File: src/rtl/instr_fetch_queue.sv
// Circular instruction queue between fetch and decode: accepts up to FETCH_WIDTH, presents up to ISSUE_WIDTH_MAX per cycle.
// Optional same-cycle fetch->decode bypass on an empty queue is enabled by defining IQ_BYPASS_EN.
module instr_fetch_queue #(
  parameter int ISSUE_WIDTH_MAX = 2,
  parameter int FETCH_WIDTH     = 2,
  parameter int DATA_LEN        = 32,
  parameter int IQ_DEPTH        = 8,
  parameter int IQ_DEPTH_CLOG   = $clog2(IQ_DEPTH)
) (
  input  logic                                      clk_free_master,
  input  logic                                      global_rst,
  input  logic [FETCH_WIDTH-1:0]                    fetch_val_if,
  input  logic [FETCH_WIDTH-1:0][DATA_LEN-1:0]      fetch_instr_if,
  output logic                                      fetch_rdy_if,
  input  logic                                      stall_id,
  input  logic                                      flush,
  output logic [ISSUE_WIDTH_MAX-1:0]                instr_val_id,
  output logic [ISSUE_WIDTH_MAX-1:0][DATA_LEN-1:0]  instr_id,
  output logic [IQ_DEPTH_CLOG:0]                    iq_count
);

  localparam int CW    = IQ_DEPTH_CLOG + 1;
  localparam int BYP_W = (ISSUE_WIDTH_MAX < FETCH_WIDTH) ? ISSUE_WIDTH_MAX : FETCH_WIDTH;
  localparam logic [CW-1:0] RDY_MAX = CW'(IQ_DEPTH - FETCH_WIDTH);
  localparam logic [CW-1:0] ISSUE_C = CW'(ISSUE_WIDTH_MAX);

  logic [DATA_LEN-1:0]      mem [IQ_DEPTH];
  logic [IQ_DEPTH_CLOG-1:0] head;
  logic [IQ_DEPTH_CLOG-1:0] tail;
  logic [CW-1:0]            push_n;
  logic [CW-1:0]            push_eff;
  logic [CW-1:0]            pop_n;
  logic [CW-1:0]            avail;
  logic [FETCH_WIDTH-1:0]   wr_mask;
  logic                     out_en;
  logic                     run;

  // Only the contiguous run of valid slots starting at slot 0 counts as a push.
  always_comb begin
    push_n = '0;
    run    = 1'b1;
    for (int i = 0; i < FETCH_WIDTH; i++) begin
      run = run & fetch_val_if[i];
      if (run) push_n = CW'(i + 1);
    end
  end

  assign fetch_rdy_if = !global_rst && (iq_count <= RDY_MAX);
  assign push_eff     = fetch_rdy_if ? push_n : '0;
  assign out_en       = !stall_id && !flush && !global_rst;
  assign avail        = (iq_count > ISSUE_C) ? ISSUE_C : iq_count;

  always_comb begin
    instr_val_id = '0;
    instr_id     = '0;
    pop_n        = out_en ? avail : '0;
    for (int i = 0; i < FETCH_WIDTH; i++) begin
      wr_mask[i] = CW'(i) < push_eff;
    end
    for (int i = 0; i < ISSUE_WIDTH_MAX; i++) begin
      if (out_en && (CW'(i) < avail)) begin
        instr_val_id[i] = 1'b1;
        instr_id[i]     = mem[head + IQ_DEPTH_CLOG'(i)];
      end
    end
`ifdef IQ_BYPASS_EN
    // Bypassed slots are consumed directly; head and tail both step over them.
    if (out_en && fetch_rdy_if && (iq_count == '0)) begin
      pop_n = (push_eff > ISSUE_C) ? ISSUE_C : push_eff;
      for (int i = 0; i < BYP_W; i++) begin
        if (CW'(i) < pop_n) begin
          instr_val_id[i] = 1'b1;
          instr_id[i]     = fetch_instr_if[i];
          wr_mask[i]      = 1'b0;
        end
      end
    end
`endif
  end

  always_ff @(posedge clk_free_master) begin
    if (global_rst || flush) begin
      head     <= '0;
      tail     <= '0;
      iq_count <= '0;
    end else begin
      head     <= head + pop_n[IQ_DEPTH_CLOG-1:0];
      tail     <= tail + push_eff[IQ_DEPTH_CLOG-1:0];
      iq_count <= iq_count + push_eff - pop_n;
    end
  end

  // Entry storage carries no reset; occupancy is tracked purely by the pointers.
  always_ff @(posedge clk_free_master) begin
    if (!global_rst && !flush) begin
      for (int i = 0; i < FETCH_WIDTH; i++) begin
        if (wr_mask[i]) mem[tail + IQ_DEPTH_CLOG'(i)] <= fetch_instr_if[i];
      end
    end
  end

endmodule

File: config.mk
export PLATFORM = sky130hd
export DESIGN_NAME = instr_fetch_queue
export DESIGN_NICKNAME = d
export VERILOG_FILES = /design/src/rtl/instr_fetch_queue.sv
export SDC_FILE = /design/constraint.sdc
export NUM_CORES = 1
export LEC_CHECK = 0
export BUFFER_PORTS_ARGS = -buffer_cell sky130_fd_sc_hd__buf_2
export CAP_MARGIN = 10
export CELL_PAD_IN_SITES_DETAIL_PLACEMENT = 0
export CELL_PAD_IN_SITES_GLOBAL_PLACEMENT = 1
export CORE_MARGIN = 5
export CORE_UTILIZATION = 52
export CTS_BUF_LIST = sky130_fd_sc_hd__clkbuf_4
export CTS_CLUSTER_DIAMETER = 200
export CTS_CLUSTER_SIZE = 14
export DETAILED_ROUTE_END_ITERATION = 10
export GPL_TIMING_DRIVEN = 0
export MAX_ROUTING_LAYER = met4
export PLACE_DENSITY_LB_ADDON = 0.25
export SLEW_MARGIN = 15
export SYNTH_ARGS = -nofsm -noshare
export SYNTH_HDL_FRONTEND = slang
export SYNTH_SLANG_ARGS = --single-unit
File: constraint.sdc
create_clock -name clk_free_master -period 3.5 [get_ports clk_free_master]
set_input_delay 0.525 -clock clk_free_master [delete_from_list [all_inputs] [get_ports clk_free_master]]
set_output_delay 0.525 -clock clk_free_master [all_outputs]
set_load 0.005 [all_outputs]
Word-level counts from Yosys, hierarchy flattened:

Memory sizes are Yosys's and may differ from the RTL's. A register that Yosys moved wholly into a read port is not among the register bits.
Cells that the tools add are included.

* add/subtract/negate cells: 6
* $lt $le $gt $ge: 6
* muxes and demuxes: 16
* bitwise gates (word level): 1
* reduce and logical (&&, ||, !) cells: 10

Operators by type and width (number)
* $mux 32: 2
* $lt 1x4->1 const A: 4
* $mux 4: 3
* $mux 1: 9
* $add 3x1->3 const B: 2
* $add 3x3->3: 2
* $logic_and 1x1->1: 6
* $add 4x4->4: 1
* $gt 4x2->1 const B: 1
* $le 4x3->1 const B: 1
* $sub 4x4->4: 1
* $logic_not 1->1: 3
* $mux 3: 1
* $mux 2: 1
* $and 1x1->1: 1
* $logic_or 1x1->1: 1

* flip-flop bits (word level): 10
* bits in writable memories: 256
* bits of input ports: 70
* logic and storage cells: 43
* memories kept: 1

Memories
* mem: depth 8, bits a word 32, rd ports 2, clocked after Yosys merged registers in 1, write ports 2, line 27 `logic [DATA_LEN-1:0] mem [IQ_DEPTH];`

Longest topological paths before layout:

* depth after elaboration: 7
* depth in mapped cells: 10

Worst setup path after synthesis:

OpenSTA, ideal clock, no wires.

* path kind: input to register
* start: input port global_rst
* end: memory mem[3][0], enable pin
* library setup time: 432 ps
* arrival time: 2698 ps
* data required time: 3068 ps
* slack: 370 ps
* stages on the path: 4
* path buffers: 1
* cell sequence: a311oi_4 nand2_2 buf_6 a21oi_1

RTL lines
* from (decl): line 11 `input logic global_rst,`
* to (decl): line 27

==> flow_metrics.env <==
export IMPL_vdd_drop_max_mv=0.257
export IMPL_yosysTopAreaCell="edfxtp_1"
export IMPL_synth_most_common_cell="mux2_2"
export IMPL_place_area_mm2=0.0175
export IMPL_hold_end="mem[5][31]$_DFFE_PP_"
export IMPL_drive_gt1_share_pct=56.9
export IMPL_finalInstanceArea_mm2=0.0179
export IMPL_final_setup_viol_count=0
export IMPL_min_from="fetch_instr_if[63]"
export IMPL_port_buffers=140
export IMPL_max_freq_ghz=0.291
export IMPL_p_leak_nw=6.32
export IMPL_min_period_ns=3.44
export IMPL_max_slew_margin_rel_pct=45.2
export IMPL_rsz0062_at_grt="true"
export IMPL_post_cts_setup_buffer_count=0
export IMPL_die_area_mm2=0.0342
export IMPL_ioPinCount=141
export IMPL_p_per_area_mw_per_mm2=306
export IMPL_clkTransAtPathRegs_ns=0.17
export IMPL_synth_cell_type_count=37
export IMPL_whs_path_depth=2
export IMPL_layout_nets=1394
export IMPL_die_w_um=185
export IMPL_overflow=0
export IMPL_synth_edf_count=256
export IMPL_synth_fp_nets=1219
export IMPL_worstPathMaxFanout=10
export IMPL_fillers=2530
export IMPL_numCtsBuffers=22
export IMPL_crit_path_end_kind="primary output"
export IMPL_hold_path_class="in2reg"
export IMPL_required_ns=2.97
export IMPL_rr_endpoint="mem[3][25]$_DFFE_PP_"
export IMPL_synthFlopType="edfxtp_1"
export IMPL_dp_cells=1684
export IMPL_cts_buffer_depth=3
export IMPL_multiInputGateArea_mm2=0.00770
export IMPL_grt_max_degree=21
export IMPL_drt_initial_drc_count=1069
export IMPL_synth_top_area_share_pct=48.3
export IMPL_rows=64
export IMPL_post_drt_wl_per_cell_um=28.5
export IMPL_path_class="reg2out"
export IMPL_post_route_period_util_pct=98.3
export IMPL_reg2reg_slack_ns=0.52
export IMPL_hold_viol=0
export IMPL_cts_tree="built"
export IMPL_utilization_pct=58.9
export IMPL_globalplace_congestion=0.844
export IMPL_post_dp_hpwl_um=31700
export IMPL_timing_final_max_slew_violations=0
export IMPL_htreeDepth=1
export IMPL_hold_slack_ns=0.165
export IMPL_dr_pass1_iters=5
export IMPL_final_antenna_net_count=0
export IMPL_ys_seq_elements=266
export IMPL_seq_area_mm2=0.00789
export IMPL_async_flop_share_pct=0
export IMPL_areaGrowthSynthToFinish_pct=12.6
export IMPL_status="finished clean"
export IMPL_ff2ff_path_depth=6
export IMPL_synthTopCellsByArea="edfxtp_1 (48%), mux2_2 (28%), mux4_2 (4.5%)"
export IMPL_core_area_mm2=0.0304
export IMPL_final_cell_count_no_fill=1719
export IMPL_antenna_found_initial=3
export IMPL_start_kind="flip-flop"
export IMPL_start_util_pct=52.4
export IMPL_grt_usage_pct=29.1
export IMPL_grt_pass1_wl_um=71600
export IMPL_yosys_warnings=0
export IMPL_worst_pin_slew_ns=0.820
export IMPL_syn_inst=1136
export IMPL_rr_startpoint="tail[1]$_SDFF_PP0_"
export IMPL_drv_cap=0
export IMPL_synth_area_per_cell_um2=14.0
export IMPL_yosysSeqAreaShare_pct=49.5
export IMPL_cp_arrival_ns=2.92
export IMPL_syn_cell_area_mm2=0.0159
export IMPL_grt_pass1_vias=11600
export IMPL_clock_latency_ns=0.74
export IMPL_die_h_um=185
export IMPL_drt_total_wl_um=48900
export IMPL_ys_top_cells_by_count="mux2_2 (403), edfxtp_1 (256), o22ai_1 (96), nor3_1 (67)"
export IMPL_root_buffer="clkbuf_4"
export IMPL_vias=11100
export IMPL_drc=0
export IMPL_clock_skew_final_ns=0.0684
export IMPL_viasPerCell=6.43
export IMPL_clock_sinks=266
critical path, stage by stage, from the launching register on:
cell and delay [ns]:
dfxtp_1 0.40, clkbuf_2 0.23, clkbuf_4 0.25, nand2_1 0.21, clkbuf_2 0.40, o22ai_1 0.12
nor3_1 0.36, buf_2 0.19
state kept, by name, summed over array words and instances (netlist names):
register  cells
head          3
iq_count      4
mem         256
tail          3
layer usage:
metal	routed length (um)	global-route usage, %	vias to the layer above	share of wire (%)
met5	0	-	-	0
met4	1640	9.28	0	3.4
met3	3950	4.08	113	8.1
met2	23600	46.6	524	48
met1	19800	38.7	5579	40
li1	-	-	4837	-
stage by stage:
stage / setup TNS, ns / power, W / setup WS (ns)
after floorplan: 0 / 0.00390 / 0.370
after global placement: -413.02 / 0.00409 / -1.91
after detailed placement: -0.162 / 0.00412 / -0.0554
after CTS: -1.41 / 0.00550 / -0.130
after global routing: -0.0126 / 0.00569 / -0.0104
final: 0 / 0.00548 / 0.0585
placed cells by master, fill, tap and decap left out, drive strengths merged, types with 4 or more instances in the layout:
cell	n
buf	193
or3	6
nor2	53
clkbuf	80
o22ai	96
ha	10
mux4	32
nand2	9
diode	4
xnor2	4
and2	4
nor3	67
mux2	448
xor2	5
a21oi	4
edfxtp	256
nand3	6
dfxtp	10
inv	13
power by group:
| group | total, W | internal, W | switching (W) |
|---|---|---|---|
| registers | 0.00352 | 0.00351 | 0.0000154 |
| clock network | 0.00142 | 0.000411 | 0.00101 |
| logic | 0.000540 | 0.000268 | 0.000271 |
| total | 0.00548 | 0.00419 | 0.00130 |
how the worst max path moves through the flow:
stage,endpoint,cells past startpoint,from
2_1_floorplan,mem[3][0]$_DFFE_PP_,4,global_rst
4_1_cts,instr_id[0],6,head[0]$_SDFF_PP0_
5_1_grt,instr_id[32],7,head[1]$_SDFF_PP0_
3_5_place_dp,instr_id[11],7,head[1]$_SDFF_PP0_
6_report,instr_id[46],7,head[0]$_SDFF_PP0_
3_3_place_gp,mem[3][17]$_DFFE_PP_,5,global_rst
what timing repair did:
| item | in CTS | in global routing |
|---|---|---|
| setup endpoints to repair | 65 | 49 |
| hold buffers | 0 | 0 |
| resized for setup | 68 | 37 |
cells by family after synthesis:
family                   Yosys count  synth area share [%]
multiplexers                     480                  36.9
buffers and inverters            103                  2.82
AND/OR/NAND/NOR                  154                  4.57
flip-flops                       266                  49.5
adder cells (fa/ha/maj)           13                  1.16
other                              1                0.0235
XOR/XNOR                           9                 0.495
AO/OA/AOI/OAI                    110                  4.52
cell type report:
type,instances,area share [%]
Inverter,13,0.272
Timing Repair Buffer,152,5.66
Antenna cell,4,0.0558
Sequential cell,266,44.0
Tap cell,396,2.76
Multi-Input combinational cell,767,42.9
Clock buffer,32,1.34
Buffer,89,2.99
Power figures use the tool's default switching activity.
